File: config.mk
export PLATFORM = sky130hd
export DESIGN_NAME = uart_tx_ctrl_gen
export DESIGN_NICKNAME = d
export VERILOG_FILES = /design/src/rtl/uart_tx_pkg.sv /design/src/rtl/uart_tx_bit_timer.sv /design/src/rtl/uart_tx_ctrl_gen.sv
export SDC_FILE = /design/constraint.sdc
export NUM_CORES = 1
export LEC_CHECK = 0
export ABC_CLOCK_PERIOD_IN_PS = 4100
export CAP_MARGIN = 10
export CORE_UTILIZATION = 30
export DETAILED_ROUTE_END_ITERATION = 16
export PLACE_DENSITY = 0.6
export SLEW_MARGIN = 10
export SYNTH_ARGS = -nofsm -noshare
export SYNTH_HDL_FRONTEND = slang
export SYNTH_SLANG_ARGS = --single-unit
File: constraint.sdc
create_clock -name clk -period 4.1 [get_ports clk]
set_input_delay 1.23 -clock clk [delete_from_list [all_inputs] [get_ports clk]]
set_output_delay 1.23 -clock clk [all_outputs]
set_load 0.03 [all_outputs]
File: src/rtl/uart_tx_pkg.sv
// Shared definitions for the UART transmit controller.
// Contents: FSM state encoding, parity type codes and the idle line level.
package uart_tx_pkg;

   typedef enum logic [2:0] {
      IDLE = 3'b000,
      STR  = 3'b001,
      DATA = 3'b010,
      PAR  = 3'b011,
      STP  = 3'b100
   } state_e;

   localparam logic PAR_EVEN    = 1'b0;
   localparam logic PAR_ODD     = 1'b1;
   localparam logic TX_IDLE_LVL = 1'b1;

endpackage

File: src/rtl/uart_tx_bit_timer.sv
// Bit-period timer for the UART transmitter.
// Ports:
//   clk, rst      clock and asynchronous active-low reset
//   start         frame accept; loads prescale and restarts the period
//   prescale      clk cycles per bit (0 behaves as 1)
//   bit_end       high on the last cycle of each bit period
//   bit_end_nxt   bit_end value for the following cycle
module uart_tx_bit_timer #(
   parameter int unsigned PRESCALE_W = 8
) (
   input  logic                  clk,
   input  logic                  rst,
   input  logic                  start,
   input  logic [PRESCALE_W-1:0] prescale,
   output logic                  bit_end,
   output logic                  bit_end_nxt
);

   // Counters hold (period - 1) so a prescale of 0 or 1 both give one-cycle bits.
   logic [PRESCALE_W-1:0] cnt_q, cnt_d;
   logic [PRESCALE_W-1:0] reload_q, reload_d;
   logic [PRESCALE_W-1:0] reload_in;

   always_comb begin
      reload_in = (prescale == '0) ? '0 : prescale - PRESCALE_W'(1);
      reload_d  = reload_q;
      if (start) begin
         reload_d = reload_in;
         cnt_d    = reload_in;
      end else if (cnt_q == '0) begin
         cnt_d = reload_q;
      end else begin
         cnt_d = cnt_q - PRESCALE_W'(1);
      end
   end

   always_ff @(posedge clk or negedge rst) begin
      if (!rst) begin
         cnt_q    <= '0;
         reload_q <= '0;
      end else begin
         cnt_q    <= cnt_d;
         reload_q <= reload_d;
      end
   end

   assign bit_end     = (cnt_q == '0);
   assign bit_end_nxt = (cnt_d == '0);

endmodule

File: src/rtl/uart_tx_ctrl_gen.sv
// UART transmit controller: FSM, serializer, parity and bit timing.
// Ports:
//   clk, rst      clock and asynchronous active-low reset
//   P_DATA        payload, sent LSB first
//   Data_valid    send request (honoured in IDLE or on the Frame_done cycle)
//   Par_en        insert parity bit
//   Par_typ       0 = even, 1 = odd parity
//   Stop2         two stop bits when set
//   Prescale      clk cycles per bit, 0 behaves as 1
//   TX_OUT        serial line, idle high
//   Busy          frame in progress
//   Frame_done    pulse on the last cycle of the final stop bit
module uart_tx_ctrl_gen
   import uart_tx_pkg::*;
#(
   parameter int unsigned DATA_WIDTH = 8,
   parameter int unsigned PRESCALE_W = 8
) (
   input  logic                  clk,
   input  logic                  rst,
   input  logic [DATA_WIDTH-1:0] P_DATA,
   input  logic                  Data_valid,
   input  logic                  Par_en,
   input  logic                  Par_typ,
   input  logic                  Stop2,
   input  logic [PRESCALE_W-1:0] Prescale,
   output logic                  TX_OUT,
   output logic                  Busy,
   output logic                  Frame_done
);

   localparam int unsigned CNT_W = $clog2(DATA_WIDTH);
   localparam logic [CNT_W-1:0] LAST_BIT = CNT_W'(DATA_WIDTH - 1);

   state_e                state_q, state_d;
   logic [DATA_WIDTH-1:0] shift_q, shift_d;
   logic [CNT_W-1:0]      cnt_q, cnt_d;
   logic                  par_en_q, par_en_d;
   logic                  parity_q, parity_d;
   logic                  stop2_q, stop2_d;
   logic                  stop_last_q, stop_last_d;
   logic                  tx_q, tx_d;
   logic                  busy_q, busy_d;
   logic                  done_q, done_d;
   logic                  accept;
   logic                  bit_end, bit_end_nxt;

   uart_tx_bit_timer #(
      .PRESCALE_W (PRESCALE_W)
   ) u_bit_timer (
      .clk         (clk),
      .rst         (rst),
      .start       (accept),
      .prescale    (Prescale),
      .bit_end     (bit_end),
      .bit_end_nxt (bit_end_nxt)
   );

   // done_q marks the final stop cycle, which doubles as the back-to-back accept slot.
   assign accept = Data_valid && ((state_q == IDLE) || done_q);

   always_comb begin
      state_d     = state_q;
      shift_d     = shift_q;
      cnt_d       = cnt_q;
      par_en_d    = par_en_q;
      parity_d    = parity_q;
      stop2_d     = stop2_q;
      stop_last_d = stop_last_q;
      tx_d        = tx_q;
      busy_d      = busy_q;

      case (state_q)
         IDLE: begin
            tx_d   = TX_IDLE_LVL;
            busy_d = 1'b0;
         end
         STR: begin
            if (bit_end) begin
               state_d = DATA;
               tx_d    = shift_q[0];
               cnt_d   = '0;
            end
         end
         DATA: begin
            if (bit_end) begin
               if (cnt_q == LAST_BIT) begin
                  if (par_en_q) begin
                     state_d = PAR;
                     tx_d    = parity_q;
                  end else begin
                     state_d     = STP;
                     tx_d        = TX_IDLE_LVL;
                     stop_last_d = !stop2_q;
                  end
               end else begin
                  shift_d = shift_q >> 1;
                  tx_d    = shift_q[1];
                  cnt_d   = cnt_q + CNT_W'(1);
               end
            end
         end
         PAR: begin
            if (bit_end) begin
               state_d     = STP;
               tx_d        = TX_IDLE_LVL;
               stop_last_d = !stop2_q;
            end
         end
         STP: begin
            if (bit_end) begin
               if (stop_last_q) begin
                  state_d = IDLE;
                  tx_d    = TX_IDLE_LVL;
                  busy_d  = 1'b0;
               end else begin
                  stop_last_d = 1'b1;
               end
            end
         end
         default: begin
            state_d = IDLE;
            tx_d    = TX_IDLE_LVL;
            busy_d  = 1'b0;
         end
      endcase

      if (accept) begin
         state_d  = STR;
         tx_d     = 1'b0;
         busy_d   = 1'b1;
         shift_d  = P_DATA;
         par_en_d = Par_en;
         parity_d = (^P_DATA) ^ (Par_typ == PAR_ODD);
         stop2_d  = Stop2;
      end

      // Registered pulse: predict that the next cycle closes the final stop bit.
      done_d = (state_d == STP) && stop_last_d && bit_end_nxt;
   end

   always_ff @(posedge clk or negedge rst) begin
      if (!rst) begin
         state_q     <= IDLE;
         shift_q     <= '0;
         cnt_q       <= '0;
         par_en_q    <= 1'b0;
         parity_q    <= 1'b0;
         stop2_q     <= 1'b0;
         stop_last_q <= 1'b0;
         tx_q        <= TX_IDLE_LVL;
         busy_q      <= 1'b0;
         done_q      <= 1'b0;
      end else begin
         state_q     <= state_d;
         shift_q     <= shift_d;
         cnt_q       <= cnt_d;
         par_en_q    <= par_en_d;
         parity_q    <= parity_d;
         stop2_q     <= stop2_d;
         stop_last_q <= stop_last_d;
         tx_q        <= tx_d;
         busy_q      <= busy_d;
         done_q      <= done_d;
      end
   end

   assign TX_OUT     = tx_q;
   assign Busy       = busy_q;
   assign Frame_done = done_q;

endmodule

### Yosys cells after proc, flatten, opt, wreduce, memory -nomap -nowiden

Index checks and enable logic that the tools add are counted.

* register bits after elaboration: 37
* input bits: 22
* output and inout bits: 3
* word-level logic and storage cells: 89

* $add $sub $neg: 3
* equality and inequality tests: 16
* mux-type cells: 39
* bitwise gates (word level): 1
* reductions and logical operators: 18

Operators with widths (number)
* $mux W8: 7
* $mux W3: 11
* $logic_not A8 Y1: 3
* $mux W1: 16
* $sub A8 B1 Y8 const B: 2
* $ne A3 B3 Y1 const B: 5
* $pmux W3 S5: 1
* $eq A3 B3 Y1 const B: 3
* $ne A2 B2 Y1 const B: 4
* $reduce_xor A8 Y1: 1
* $eq A3 B2 Y1 const B: 2
* $pmux W3 S2: 1
* $reduce_and A3 Y1: 2
* $reduce_bool A2 Y1: 3
* $reduce_and A5 Y1: 1
* $pmux W1 S4: 1
* $reduce_and A4 Y1: 1
* $add A3 B1 Y3 const B: 1
* $eq A3 B1 Y1 const B: 1
* $logic_and A1 B1 Y1: 3
* $logic_not A3 Y1: 1
* $pmux W1 S3: 1
* $reduce_or A3 Y1: 1
* $ne A2 B1 Y1 const B: 1
* other kinds (4): 4

### Depth between registers and ports, before layout

* depth after elaboration: 8
* gate-level depth with buffers: 9

### By module

From an unflattened synthesis, not the netlist that was laid out.

* cell total of the unflattened synthesis: 249
* area total of the unflattened synthesis: 2316.0 µm²

Modules (own cells, without submodules)
* uart_tx_ctrl_gen: instances 1, cells each 123, area an instance 1201.2 µm²
* uart_tx_bit_timer: instances 1, cells each 126, area an instance 1114.8 µm²

### Worst setup path after synthesis

OpenSTA, ideal clock, no wires.

* path type: input port to flip-flop
* start: in Prescale[0]
* end: reg done_q (netlist: Frame_done)
* library setup time: 0.111 ns
* data arrival time: 2.913 ns
* required time: 3.989 ns
* path slack: 1.076 ns
* stages: 8
* cell sequence: inv_1 > ha_1 > nor3b_1 > nand2_1 > nand2_1 > o22ai_1 > or4b_1 > a2111oi_2

* cells in the longest elaborated chain, start to end: 5

RTL lines
* start: declaration: RTL line uart_tx_ctrl_gen.sv:26 `input logic [PRESCALE_W-1:0] Prescale,`
* $sub A8 B1 Y8 / $logic_not A8 Y1 (equally long branches): RTL line uart_tx_bit_timer.sv:25 `reload_in = (prescale == '0) ? '0 : prescale - PRESCALE_W'(1);`
* $mux W8 (*): RTL line uart_tx_bit_timer.sv:25
* $mux W8 (*): RTL line uart_tx_bit_timer.sv:27 `if (start) begin`
* named net u_bit_timer.cnt_d[2]: RTL line uart_tx_bit_timer.sv:20 `logic [PRESCALE_W-1:0] cnt_q, cnt_d;`
* $logic_not A8 Y1 (*): RTL line uart_tx_bit_timer.sv:48 `assign bit_end_nxt = (cnt_d == '0);`
* $logic_and A1 B1 Y1 (*): RTL line uart_tx_ctrl_gen.sv:139 `done_d = (state_d == STP) && stop_last_d && bit_end_nxt;`
* named net done_d: RTL line uart_tx_ctrl_gen.sv:44 `logic done_q, done_d;`
* end signal: assignment: RTL line uart_tx_ctrl_gen.sv:164 `done_q <= done_d;`
* end: declaration: RTL line uart_tx_ctrl_gen.sv:44

The timed path passes the listed nets; every way through them passes the cells marked *.
A chain may end at the register's enable or synchronous reset.

### Worst setup path after layout

* start: in Prescale[0]
* end: reg done_q (netlist: Frame_done)

* cells in the longest elaborated chain, start to end: 5

RTL lines (RTL line)
* $sub A8 B1 Y8 / $logic_not A8 Y1 (equally long branches): uart_tx_bit_timer.sv:25
* $mux W8 (*): uart_tx_bit_timer.sv:25
* $mux W8 (*): uart_tx_bit_timer.sv:27
* $logic_not A8 Y1 (*): uart_tx_bit_timer.sv:48
* $logic_and A1 B1 Y1 (*): uart_tx_ctrl_gen.sv:139
* named net done_d: uart_tx_ctrl_gen.sv:44

Marks and branches as above.

==> results.py <==
metrics = {
    "worst_setup_path": {
        "crit_arrival_ns": 3.64,
        "cp_cell_sequence": "clkdlybuf4s50_1 > inv_1 > ha_1 > nor3b_1 > or4_1 > a21oi_1 > or4b_1 > a2111oi_2",
        "critPathBufInv": 2,
        "critPathRequiredTime_ns": 4.28,
        "path_class": "primary input to flip-flop",
        "worst-path-max-fanout": 6,
        "cp_slowest_cell": "or4b_1",
        "cp_slowest_stage_delay_ns": 0.56,
        "critPathTopFamily": "simple AND/OR/NAND/NOR gates",
        "cp-end-kind": "flip-flop",
        "start_kind": "primary input",
    },
    "die": {
        "rows": 30,
        "fp.dieH_um": 87.12,
        "coreArea_um2": 6907,
        "dieArea_um2": 7589,
        "die_x_um": 87.12,
        "start_util_pct": 31.47,
        "boundaryPins": 25,
    },
    "yosys": {
        "netlist_area_um2": 2173,
        "yosysMostFrequentCell": "dfrtp_1",
        "yosysTopAreaCell": "dfrtp_1",
        "synth_edf_count": 0,
        "ys.flop_type": "dfrtp_1",
        "synthAdderAreaFrac_pct": 3.454,
        "synth_xor_area_share_pct": 5.239,
        "yosysWarnings": 0,
        "synth-async-reset-ratio_pct": 100.0,
        "syn_nets": 264,
        "synth_top_family_by_area": "simple AND/OR/NAND/NOR gates",
        "yosys.area_share.simple_pct": 20.96,
        "synth_seq_area_share_pct": 42.66,
        "synth_cells": 236,
        "synth_top_area_share_pct": 41.45,
        "synth.top_cells.by_count": "dfrtp_1 (36), nand2_1 (32), nor2_1 (19)",
        "synth-compound-area-share_pct": 19.40,
        "synth-seq-cells": 37,
        "synth_area_per_cell_um2": 9.209,
        "synthDistinctLibCells": 49,
        "ys_top_cells_by_area": "dfrtp_1 (41%), nand2_1 (5.5%), mux2i_1 (4.6%)",
        "muxShareOfSynthArea_pct": 4.606,
    },
    "drt": {
        "drt_pass1_iterations": 4,
        "drcViolationCount": 0,
        "totalWireLength_um": 4740,
        "ant_nets": 0,
        "post_drt_wl_per_cell_um": 13.24,
        "drt_iter0_markers": 96,
        "vias_per_cell": 4.902,
        "vias": 1755,
    },
    "global_routing": {
        "grt_max_degree": 38,
        "grt_pass1_wl_um": 8017,
        "overflow": 0,
        "globalRouteTotalUtil_pct": 13.74,
        "first_global_vias": 1679,
        "antenna_found_initial": 0,
    },
    "timing": {
        "tns_ns": 0,
        "rsz0062_at_grt": "no",
        "max_freq_mhz": 288.9,
        "period_needed_ns": 3.462,
        "holdWs_ns": 0.4760,
        "period_share_pct": 84.43,
        "relSlewSlack_pct": 43.93,
        "slew_viol_final": 0,
        "setup_viol": 0,
        "finalClockSkew_ns": 0.006810,
        "worstMarginPinSlew_ns": 0.8410,
        "hold_violations": 0,
    },
    "clock_tree": {
        "clk_latency_ns": 0.28,
        "cts_buffer_depth": 2,
        "numCtsBuffers": 5,
        "postCtsSetupRepairBufs": 0,
        "cts_tree": "built",
        "cts_hold_buf": 0,
        "clk_pin_slew_ns": 0.07,
        "root_buffer": "clkbuf_8",
        "cts_num_sinks": 37,
        "htreeDepth": 2,
        "ctsResizeCount": 0,
    },
    "status": {
        "status": "complete, no violations",
    },
    "placement": {
        "port_buffers": 24,
        "globalplace.congestion": 0.7897,
        "dpl.hpwl_um": 3540,
    },
    "cells_and_area": {
        "diodes": 0,
        "drive_above_1_share_pct": 6.870,
        "final_net_count": 289,
        "syn2layout_area_growth_pct": 18.94,
    },
    "pwr": {
        "power_density_nw_per_um2": 258.0,
        "cellLeakagePower_nw": 1.045,
        "ir_drop_uv": 166.1,
    },
    "worst_hold_path": {
        "hold_path_class": "flip-flop to flip-flop",
    },
    "flow_run": {
        "drv_cap": 0,
    },
}
[per-stage QoR]
| step | total power, mW | cell area, um2 | utilization, % | setup WS (ns) | instances |
|---|---|---|---|---|---|
| finish | 0.6670 | 2585 | 37.43 | 0.6384 | 358 |
| global route | 0.7036 | 2585 | 37.43 | 0.5033 | 358 |
| CTS | 0.6798 | 2585 | 37.43 | 0.6306 | 358 |
| detailed placement | 0.4324 | 2505 | 36.27 | 0.3194 | 350 |
| global placement | 0.4315 | 2505 | 36.27 | 0.4212 | 350 |
| floorplan | 0.3947 | 2173 | - | 1.076 | 236 |
[per-layer routing]
metal  GRT usage [%]  vias to the layer above  routed length (um)
met3           2.370                        4                 130
li1                -                      886                   -
met1           18.84                      836                2376
met2           21.40                       29                2156
met4           5.812                        0                  76
met5               0                        -                   0
[cells by family (layout without fill, tap and decap cells)]
family	Yosys count	in the layout
muxes	10	10
buffers and inverters	18	44
adders and majority gates	6	6
xor gates and xnor gates	13	13
and+or+nand+nor	84	84
AOI/OAI and AO/OA	68	68
DFF	37	37
[report_power, final]
group | leakage [nW] | internal, mW | switching (mW)
clock | 0.0395 | 0.121 | 0.122
combinational | 0.564 | 0.0310 | 0.0282
sequential | 0.442 | 0.365 | 0
[cell type report]
type	instances	area, um2
tap	96	120.1
clock buffer	8	80.08
multi-input combinational	181	1166
sequential	37	927.1
inverter	9	33.78
timing repair buffer	27	257.7
fill	737	4322
[sequential cells by signal (all words and copies together) (netlist names), 3 cells and up]
| signal | flops |
|---|---|
| shift_q | 8 |
| u_bit_timer.reload_q | 8 |
| state_q | 3 |
| u_bit_timer.cnt_q | 8 |
| cnt_q | 3 |
[cell usage in the layout, fill, tap and decap left out, types with 3 or more instances in the layout]
cell and count:
nor3b_1 3, clkbuf_1 3, clkdlybuf4s50_1 23, buf_4 3, dfrtp_1 36, inv_1 9
mux2i_1 10, o22ai_1 7, o21ai_0 15, clkbuf_8 5, nor3_1 7, o21a_1 4
xor2_1 3, nor2b_1 7, o21ai_1 10, nand2_1 32, a21oi_1 13, nor2_1 19
xnor2_1 10, ha_1 6
[worst paths after layout]
kind | startpoint | to | slack, ns | cells after the start
worst max-delay path | Prescale[0] | Frame_done$_DFF_PN0_ | 0.64 | 8
worst min-delay path | u_bit_timer.reload_q[5]$_DFFE_PN0P_ | u_bit_timer.reload_q[5]$_DFFE_PN0P_ | 0.48 | 1
worst max register to register | u_bit_timer.cnt_q[0]$_DFF_PN0_ | Frame_done$_DFF_PN0_ | 1.56 | 8
worst min register to register | u_bit_timer.reload_q[5]$_DFFE_PN0P_ | u_bit_timer.reload_q[5]$_DFFE_PN0P_ | 0.48 | 1
max in group asynchronous | rst | shift_q[4]$_DFFE_PN0P_ | 2.52 | 1
min in group asynchronous | rst | u_bit_timer.reload_q[2]$_DFFE_PN0P_ | 1.04 | 1
(Power assumes the default switching activity.)
